===== src/rtl/lsu_mem_ctrl.sv =====
// Load/store sequencer between the MEM stage and a word-wide memory port.
// Word-crossing accesses become two aligned transactions; load data is merged and extended.
module lsu_mem_ctrl #(
    parameter bit ALLOW_MISALIGN = 1'b1,
    parameter int MAX_WAIT       = 15
) (
    input  logic        clk,
    input  logic        rst_n,
    input  logic        req_valid,
    output logic        req_ready,
    input  logic        req_store,
    input  logic [2:0]  req_funct3,
    input  logic [31:0] req_addr,
    input  logic [31:0] req_wdata,
    output logic        mem_valid,
    input  logic        mem_ready,
    output logic [31:0] mem_addr,
    output logic        mem_we,
    output logic [3:0]  mem_wstrb,
    output logic [31:0] mem_wdata,
    input  logic [31:0] mem_rdata,
    output logic        resp_valid,
    output logic        resp_err,
    output logic [31:0] resp_rdata,
    output logic        busy
);

    // Handshakes: a request transfers on a rising edge with req_valid & req_ready;
    // a memory transaction completes on a rising edge with mem_valid & mem_ready.

    localparam int CW = (MAX_WAIT < 2) ? 1 : $clog2(MAX_WAIT + 1);

    typedef enum logic [1:0] {IDLE, ACC0, ACC1, RESP} state_t;

    state_t         st, st_nxt;
    logic           store_q, split_q, err_q;
    logic [2:0]     f3_q;
    logic [31:0]    addr_q, wdata_q, word0_q, rdata_q;
    logic [CW-1:0]  cnt_q;

    function automatic logic [3:0] mask_of(input logic [1:0] sz);
        case (sz)
            2'b00:   mask_of = 4'b0001;
            2'b01:   mask_of = 4'b0011;
            default: mask_of = 4'b1111;
        endcase
    endfunction

    function automatic logic [31:0] extend(input logic [2:0] f3, input logic [31:0] d);
        case (f3)
            3'b000:  extend = {{24{d[7]}}, d[7:0]};
            3'b001:  extend = {{16{d[15]}}, d[15:0]};
            3'b100:  extend = {24'b0, d[7:0]};
            3'b101:  extend = {16'b0, d[15:0]};
            default: extend = d;
        endcase
    endfunction

    // Any strobe spilling into the upper nibble means the access crosses a word.
    logic [7:0]  req_lanes;
    logic        req_split, req_illegal;
    assign req_lanes   = {4'b0, mask_of(req_funct3[1:0])} << req_addr[1:0];
    assign req_split   = |req_lanes[7:4];
    assign req_illegal = (req_funct3 == 3'b011) || (req_funct3 == 3'b110) ||
                         (req_funct3 == 3'b111) || (req_store && req_funct3[2]) ||
                         (req_split && !ALLOW_MISALIGN);

    logic [7:0]  lanes;
    logic [63:0] wdata_sh, rd_pair, rd_sh;
    logic        timeout;
    assign lanes    = {4'b0, mask_of(f3_q[1:0])} << addr_q[1:0];
    assign wdata_sh = {32'b0, wdata_q} << {addr_q[1:0], 3'b000};
    assign rd_pair  = (st == ACC1) ? {mem_rdata, word0_q} : {32'b0, mem_rdata};
    assign rd_sh    = rd_pair >> {addr_q[1:0], 3'b000};
    assign timeout  = (cnt_q == CW'(MAX_WAIT - 1));

    always_ff @(posedge clk or negedge rst_n) begin
        if (!rst_n) begin
            st      <= IDLE;
            store_q <= 1'b0;
            split_q <= 1'b0;
            err_q   <= 1'b0;
            f3_q    <= 3'b0;
            addr_q  <= 32'b0;
            wdata_q <= 32'b0;
            word0_q <= 32'b0;
            rdata_q <= 32'b0;
            cnt_q   <= '0;
        end else begin
            st <= st_nxt;
            case (st)
                IDLE: if (req_valid) begin
                    store_q <= req_store;
                    split_q <= req_split;
                    err_q   <= req_illegal;
                    f3_q    <= req_funct3;
                    addr_q  <= req_addr;
                    wdata_q <= req_wdata;
                    rdata_q <= 32'b0;
                    cnt_q   <= '0;
                end
                ACC0, ACC1: begin
                    if (mem_ready) begin
                        cnt_q <= '0;
                        if (st == ACC0) word0_q <= mem_rdata;
                        if ((st == ACC1 || !split_q) && !store_q)
                            rdata_q <= extend(f3_q, rd_sh[31:0]);
                    end else if (timeout) begin
                        err_q <= 1'b1;
                    end else begin
                        cnt_q <= cnt_q + CW'(1);
                    end
                end
                default: ;
            endcase
        end
    end

    always_comb begin
        st_nxt     = st;
        req_ready  = 1'b0;
        mem_valid  = 1'b0;
        mem_addr   = 32'b0;
        mem_we     = 1'b0;
        mem_wstrb  = 4'b0;
        mem_wdata  = 32'b0;
        resp_valid = 1'b0;
        resp_err   = 1'b0;
        resp_rdata = 32'b0;
        busy       = (st != IDLE);
        case (st)
            IDLE: begin
                req_ready = 1'b1;
                if (req_valid) st_nxt = req_illegal ? RESP : ACC0;
            end
            ACC0: begin
                mem_valid = 1'b1;
                mem_addr  = {addr_q[31:2], 2'b00};
                mem_we    = store_q;
                mem_wstrb = store_q ? lanes[3:0] : 4'b0;
                mem_wdata = wdata_sh[31:0];
                if (mem_ready)    st_nxt = split_q ? ACC1 : RESP;
                else if (timeout) st_nxt = RESP;
            end
            ACC1: begin
                mem_valid = 1'b1;
                mem_addr  = {addr_q[31:2], 2'b00} + 32'd4;
                mem_we    = store_q;
                mem_wstrb = store_q ? lanes[7:4] : 4'b0;
                mem_wdata = wdata_sh[63:32];
                if (mem_ready || timeout) st_nxt = RESP;
            end
            RESP: begin
                resp_valid = 1'b1;
                resp_err   = err_q;
                resp_rdata = err_q ? 32'b0 : rdata_q;
                st_nxt     = IDLE;
            end
            default: st_nxt = IDLE;
        endcase
    end

endmodule

===== config.mk =====
export PLATFORM = sky130hd
export DESIGN_NAME = lsu_mem_ctrl
export DESIGN_NICKNAME = d
export VERILOG_FILES = /design/src/rtl/lsu_mem_ctrl.sv
export SDC_FILE = /design/constraint.sdc
export NUM_CORES = 1
export LEC_CHECK = 0
export ABC_AREA = 0
export CORE_ASPECT_RATIO = 0.75
export CORE_MARGIN = 2
export CORE_UTILIZATION = 25
export CTS_CLUSTER_DIAMETER = 60
export DETAILED_ROUTE_END_ITERATION = 8
export GPL_TIMING_DRIVEN = 0
export HOLD_SLACK_MARGIN = 0.05
export PLACE_DENSITY_LB_ADDON = 0.05
export RECOVER_POWER = 50
export SLEW_MARGIN = 10
export SYNTH_ARGS = -nofsm -noshare
export SYNTH_HDL_FRONTEND = slang
export SYNTH_SLANG_ARGS = --single-unit

===== constraint.sdc =====
create_clock -name clk -period 2.4 [get_ports clk]
set_input_delay 0.24 -clock clk [delete_from_list [all_inputs] [get_ports clk]]
set_output_delay 0.24 -clock clk [all_outputs]
set_load 0.02 [all_outputs]

After elaboration in Yosys (flattened, before gate mapping)
Cells that the tools add are included.

$add $sub $neg: 2. Equal/unequal tests: 20. Shift-type cells: 4. Multiplexer cells: 35. Reduce and logical (&&, ||, !) cells: 23.

Operators by type and width (number): 32-bit one-hot mux with 2 select lines (3); 32-bit two-way mux (5); 32-bit one-hot mux with 4 select lines (1); 64-bit two-way mux (1); 32-bit by 5-bit << shifter with 64-bit output (1); 64-bit by 5-bit right shift with 32-bit output (1); 32-bit by 3-bit adder with 32-bit output (second input constant) (1); 4-bit one-hot mux with 2 select lines (4); 4-bit two-way mux (5); 4-bit by 2-bit << shifter with 8-bit output (2); 3-bit == test (second input constant) (4); 2-bit two-way mux (5); 1-bit two-way mux (9); 3-bit AND reduction (3); 2-bit by 1-bit != test with 1-bit output (second input constant) (4); 2-bit one-hot mux with 4 select lines (1); 4-bit AND reduction (2); 2-bit by 1-bit == test with 1-bit output (second input constant) (3); 2-bit zero test (3); 3-bit != test (second input constant) (2); 1-bit logical OR (5); 4-bit by 1-bit adder with 4-bit output (second input constant) (1); 2-bit == test (second input constant) (2); 4-bit == test (second input constant) (1); 11 further kinds (15).

Bits in registers: 140. Bits of input ports: 104.

Longest topological paths before layout
Depth in word-level cells: 7. Mapped depth: 9. Mapped depth without buffers: 7.

Least setup slack after synthesis
No wires, ideal clock.

Path type: reg-to-output. Start: reg st[0]. End: out mem_addr[26]. Arrival: 2.324 ns. Data required time: 2.160 ns. Setup slack: -0.164 ns. Cell stages (with the launch flop): 8. Path buffers: 3. Cell sequence: dfrtp_1 > inv_1 > ha_1 > buf_6 > clkbuf_1 > nand2_1 > clkbuf_1 > o41ai_1.

Word-level cells in the longest chain between the ends: 2.

Ends and longest elaborated chain: start: declaration (line 35) `state_t st, st_nxt;`; start signal: assignment (line 90) `st <= st_nxt;`; 2-bit == test or 2-bit by 1-bit == test with 1-bit output (tied branches) (line 131) `case (st)`; 32-bit one-hot mux with 2 select lines * (line 131); end: declaration (line 17) `output logic [31:0] mem_addr,`.

Mark *: on every way between the ends. The rest lies on a longest branch, timed or not.

Final worst setup path
Start: reg st[1]. End: out mem_wdata[17].

Word-level cells in the longest chain between the ends: 2.

Ends and longest elaborated chain: 2-bit == test or 2-bit by 1-bit == test with 1-bit output (tied branches) (line 131); 32-bit one-hot mux with 2 select lines * (line 131); end: declaration (line 20) `output logic [31:0] mem_wdata,`.

Marks and branches as above.

==> run metrics <==
status finished with violations; violated checks capacitance limit, slew limit, setup timing; ys flop type dfrtp_1; initial antenna violation count 1; Die Area 37300 µm²; H-tree Lvls 4; routed vias/inst 5.11; Seq cells post-synth 140; Max-Cap Viols 1; worst path bufs/invs 5; GRT overflow 0; Ant. Diodes 0; synth warn 0; drt wl/cell approximately 24 µm; first drt pass iteration count 5; Place WS -1560 ps; ranking of synthesized cells by area dfrtp_1, mux2_2, mux2i_1; P_leak 6.09 nW; Worst Clk Skew 5.36 ps; Clock Latency Late Sink 440 ps; Chip Height 168 µm; Core Footprint 34900 µm²; Fillers 3446; Avg Cell Area, Syn 9.90 µm²; Max clock buf depth 2; Least-Margin Pin Slew 1830 ps; most frequent cell after synthesis dfrtp_1; CP cell instances buf_12, ha_4, buf_8, buf_12, clkbuf_16, and2_4, a22o_1, a22oi_2, nor2b_2, buf_6; fin crit period approximately 2600 ps; largest net degree at the start of global routing 76; Worst setup SP type flip-flop; drt drc 0; Crit Path Class reg2out; Routed Antenna Nets 0; Tcrit/Tclk final 1.07; Power per Cell Area 1510 nW/µm²; clk slew on worst S/H paths ~60 ps; CTS tree done; dpl hpwl 28.7 mm; Final Hold Viols 0; vias in the first global route 8375; CP peak stage delay ~450 ps; 1st-iter DRT viols 712; asr flop ratio synth 1.00; critical path's top delay family buffers and inverters; register area share after synthesis 0.392; WHS Path Cells 2; Total Routed Length between 40 and 50 mm; synthesized area 8930 µm²; critical path fanouts, max 5; area growth from synthesis to layout 63.8%; worst reg2reg path depth 9; clock sink total between 100 and 150; Min Hold Slack 408 ps; Synth top area share 0.392; Post-synth top cells dfrtp_1, mux2_2, nand2_1; first-pass GRT wire length 57.6 mm; RSZ-0062 raised after global routing true; CTS root buffer clkbuf_16; die width ~220 µm; Slew HR -0.219; CP dominant cell by count buf_12; cell taking the most area after synthesis dfrtp_1; global placement routability congestion 0.855; via count about 8700; Final nets 1339; Ports 210; synth unique cells 53; Worst setup EP type output port; Initial Utilization 0.256; slowest stage cell, crit path dfrtp_2; Tot GR Track Use 0.212; setup_tns -5170 ps; fin. max-slew vios 66; # rows 59; Worst Hold Class in2reg; fin worst setup slack -178 ps; Levels on crit path 10; maximum VDD drop 0.680 mV; final core utilization 0.419; Achievable Freq about 390 MHz; Post-Syn Instances 902; Num CTS Buffers 17; layout cells sized above 1 0.464; final setup fails 74; Post-synth EDFFs 0; WP data required 2160 ps; arrival time worst endpoint roughly 2300 ps; Port Buf Inserts 207
-- cells in the final DEF, fill, tap and decap left out, drive strengths merged, types with 6 or more instances in the layout --
| cell | synthesis | routed |
|---|---|---|
| a22o | 8 | 8 |
| nand4 | 14 | 14 |
| mux4 | 9 | 9 |
| o2111ai | 7 | 7 |
| clkdlybuf4s50 | 0 | 107 |
| nor2b | 30 | 30 |
| a211oi | 17 | 17 |
| dlygate4sd2 | 0 | 6 |
| clkdlybuf4s15 | 0 | 8 |
| mux2i | 70 | 70 |
| a21oi | 44 | 44 |
| inv | 11 | 11 |
| a2bb2oi | 7 | 7 |
| a22oi | 10 | 10 |
| mux2 | 120 | 120 |
| o22ai | 9 | 9 |
| and3 | 6 | 6 |
| a221o | 9 | 9 |
| dfrtp | 140 | 140 |
| nor2 | 44 | 44 |
| clkbuf | 40 | 80 |
| buf | 31 | 196 |
| nand3 | 14 | 14 |
| a31oi | 16 | 16 |
| ha | 8 | 8 |
| o21ai | 56 | 56 |
| and2 | 40 | 40 |
| nand2 | 88 | 89 |
| a311oi | 7 | 7 |
-- flip-flops by register name, indices dropped and copies added, names as in the netlist --
name,flops
addr_q,32
cnt_q,4
err_q,1
f3_q,3
rdata_q,32
split_q,1
st,2
store_q,1
wdata_q,32
word0_q,32
-- area by class of cell --
class                   count  area (µm²)  share of cell area
plain buffers              63         795              0.0543
clock buffers              23         458              0.0313
clock inverters             7        45.0             0.00308
inverters                  11        46.3             0.00317
multi-input cells         682        6260               0.428
flip-flops and latches    140        3520               0.241
well taps                 457         572              0.0391
repair buffers            312        2930               0.200
-- repair_timing --
| item | CTS | global route |
|---|---|---|
| endpoints found under the setup margin | 192 | 125 |
| gates resized for setup | 698 | 190 |
| cloned | 4 | 5 |
| pin swaps | 40 | 35 |
| hold endpoints to repair | 65 | 0 |
| hold buffers | 1 | 0 |
| buffers inserted | 62 | 34 |
-- cells by family after synthesis --
logic type      count (synthesis)  synth area share
simple gates                  254             0.142
compound gates                218             0.163
mux                           199             0.253
flops                         140             0.392
buf+inv                        82            0.0380
fa+ha+maj                       8            0.0112
other cells                     1          0.000420
-- where the power goes --
group          internal [W]  switching [W]  leakage, nW  total [W]
Combinational       0.00715        0.00783         4.14     0.0150
Clock               0.00133        0.00105        0.235    0.00238
Sequential          0.00348        0.00123         1.72    0.00472
Total                0.0120         0.0101         6.09     0.0221
-- stage by stage --
stage	power, W	cells	area [µm²]
after global placement	0.0150	1567	11600
after detailed placement	0.0150	1568	11700
after CTS	0.0204	1659	13900
after global routing	0.0232	1695	14600
final	0.0221	1695	14600
after floorplan	0.0107	903	9000
-- path summary, 6_finish.rpt --
path | from | to | slack (ps)
max | st[1] | mem_wdata[17] | -180
min | req_addr[31] | addr_q[31] | 410
max reg2reg | st[1] | rdata_q[15] | -70
min reg2reg | rdata_q[6] | rdata_q[6] | 470
max in group asynchronous | rst_n | addr_q[23] | 350
min in group asynchronous | rst_n | addr_q[8] | 810
-- layer usage --
layer,track usage,part of all wire,up-vias
met4,0.0444,0.011,0
li1,-,-,3998
met2,0.287,0.41,296
met1,0.335,0.51,4337
met3,0.0477,0.070,28
met5,0,0,-
-- worst reg2reg max path: cells and delay by family, from the launching register on --
| family | cells | cell delay [ps] |
|---|---|---|
| multiplexers | 2 | 610 |
| buffers and inverters | 4 | 540 |
| flip-flops | 1 | 450 |
| AO/OA/AOI/OAI | 1 | 120 |
| AND/OR/NAND/NOR | 1 | 510 |
| adder cells (fa/ha/maj) | 1 | 150 |
(Power assumes the default switching activity.)
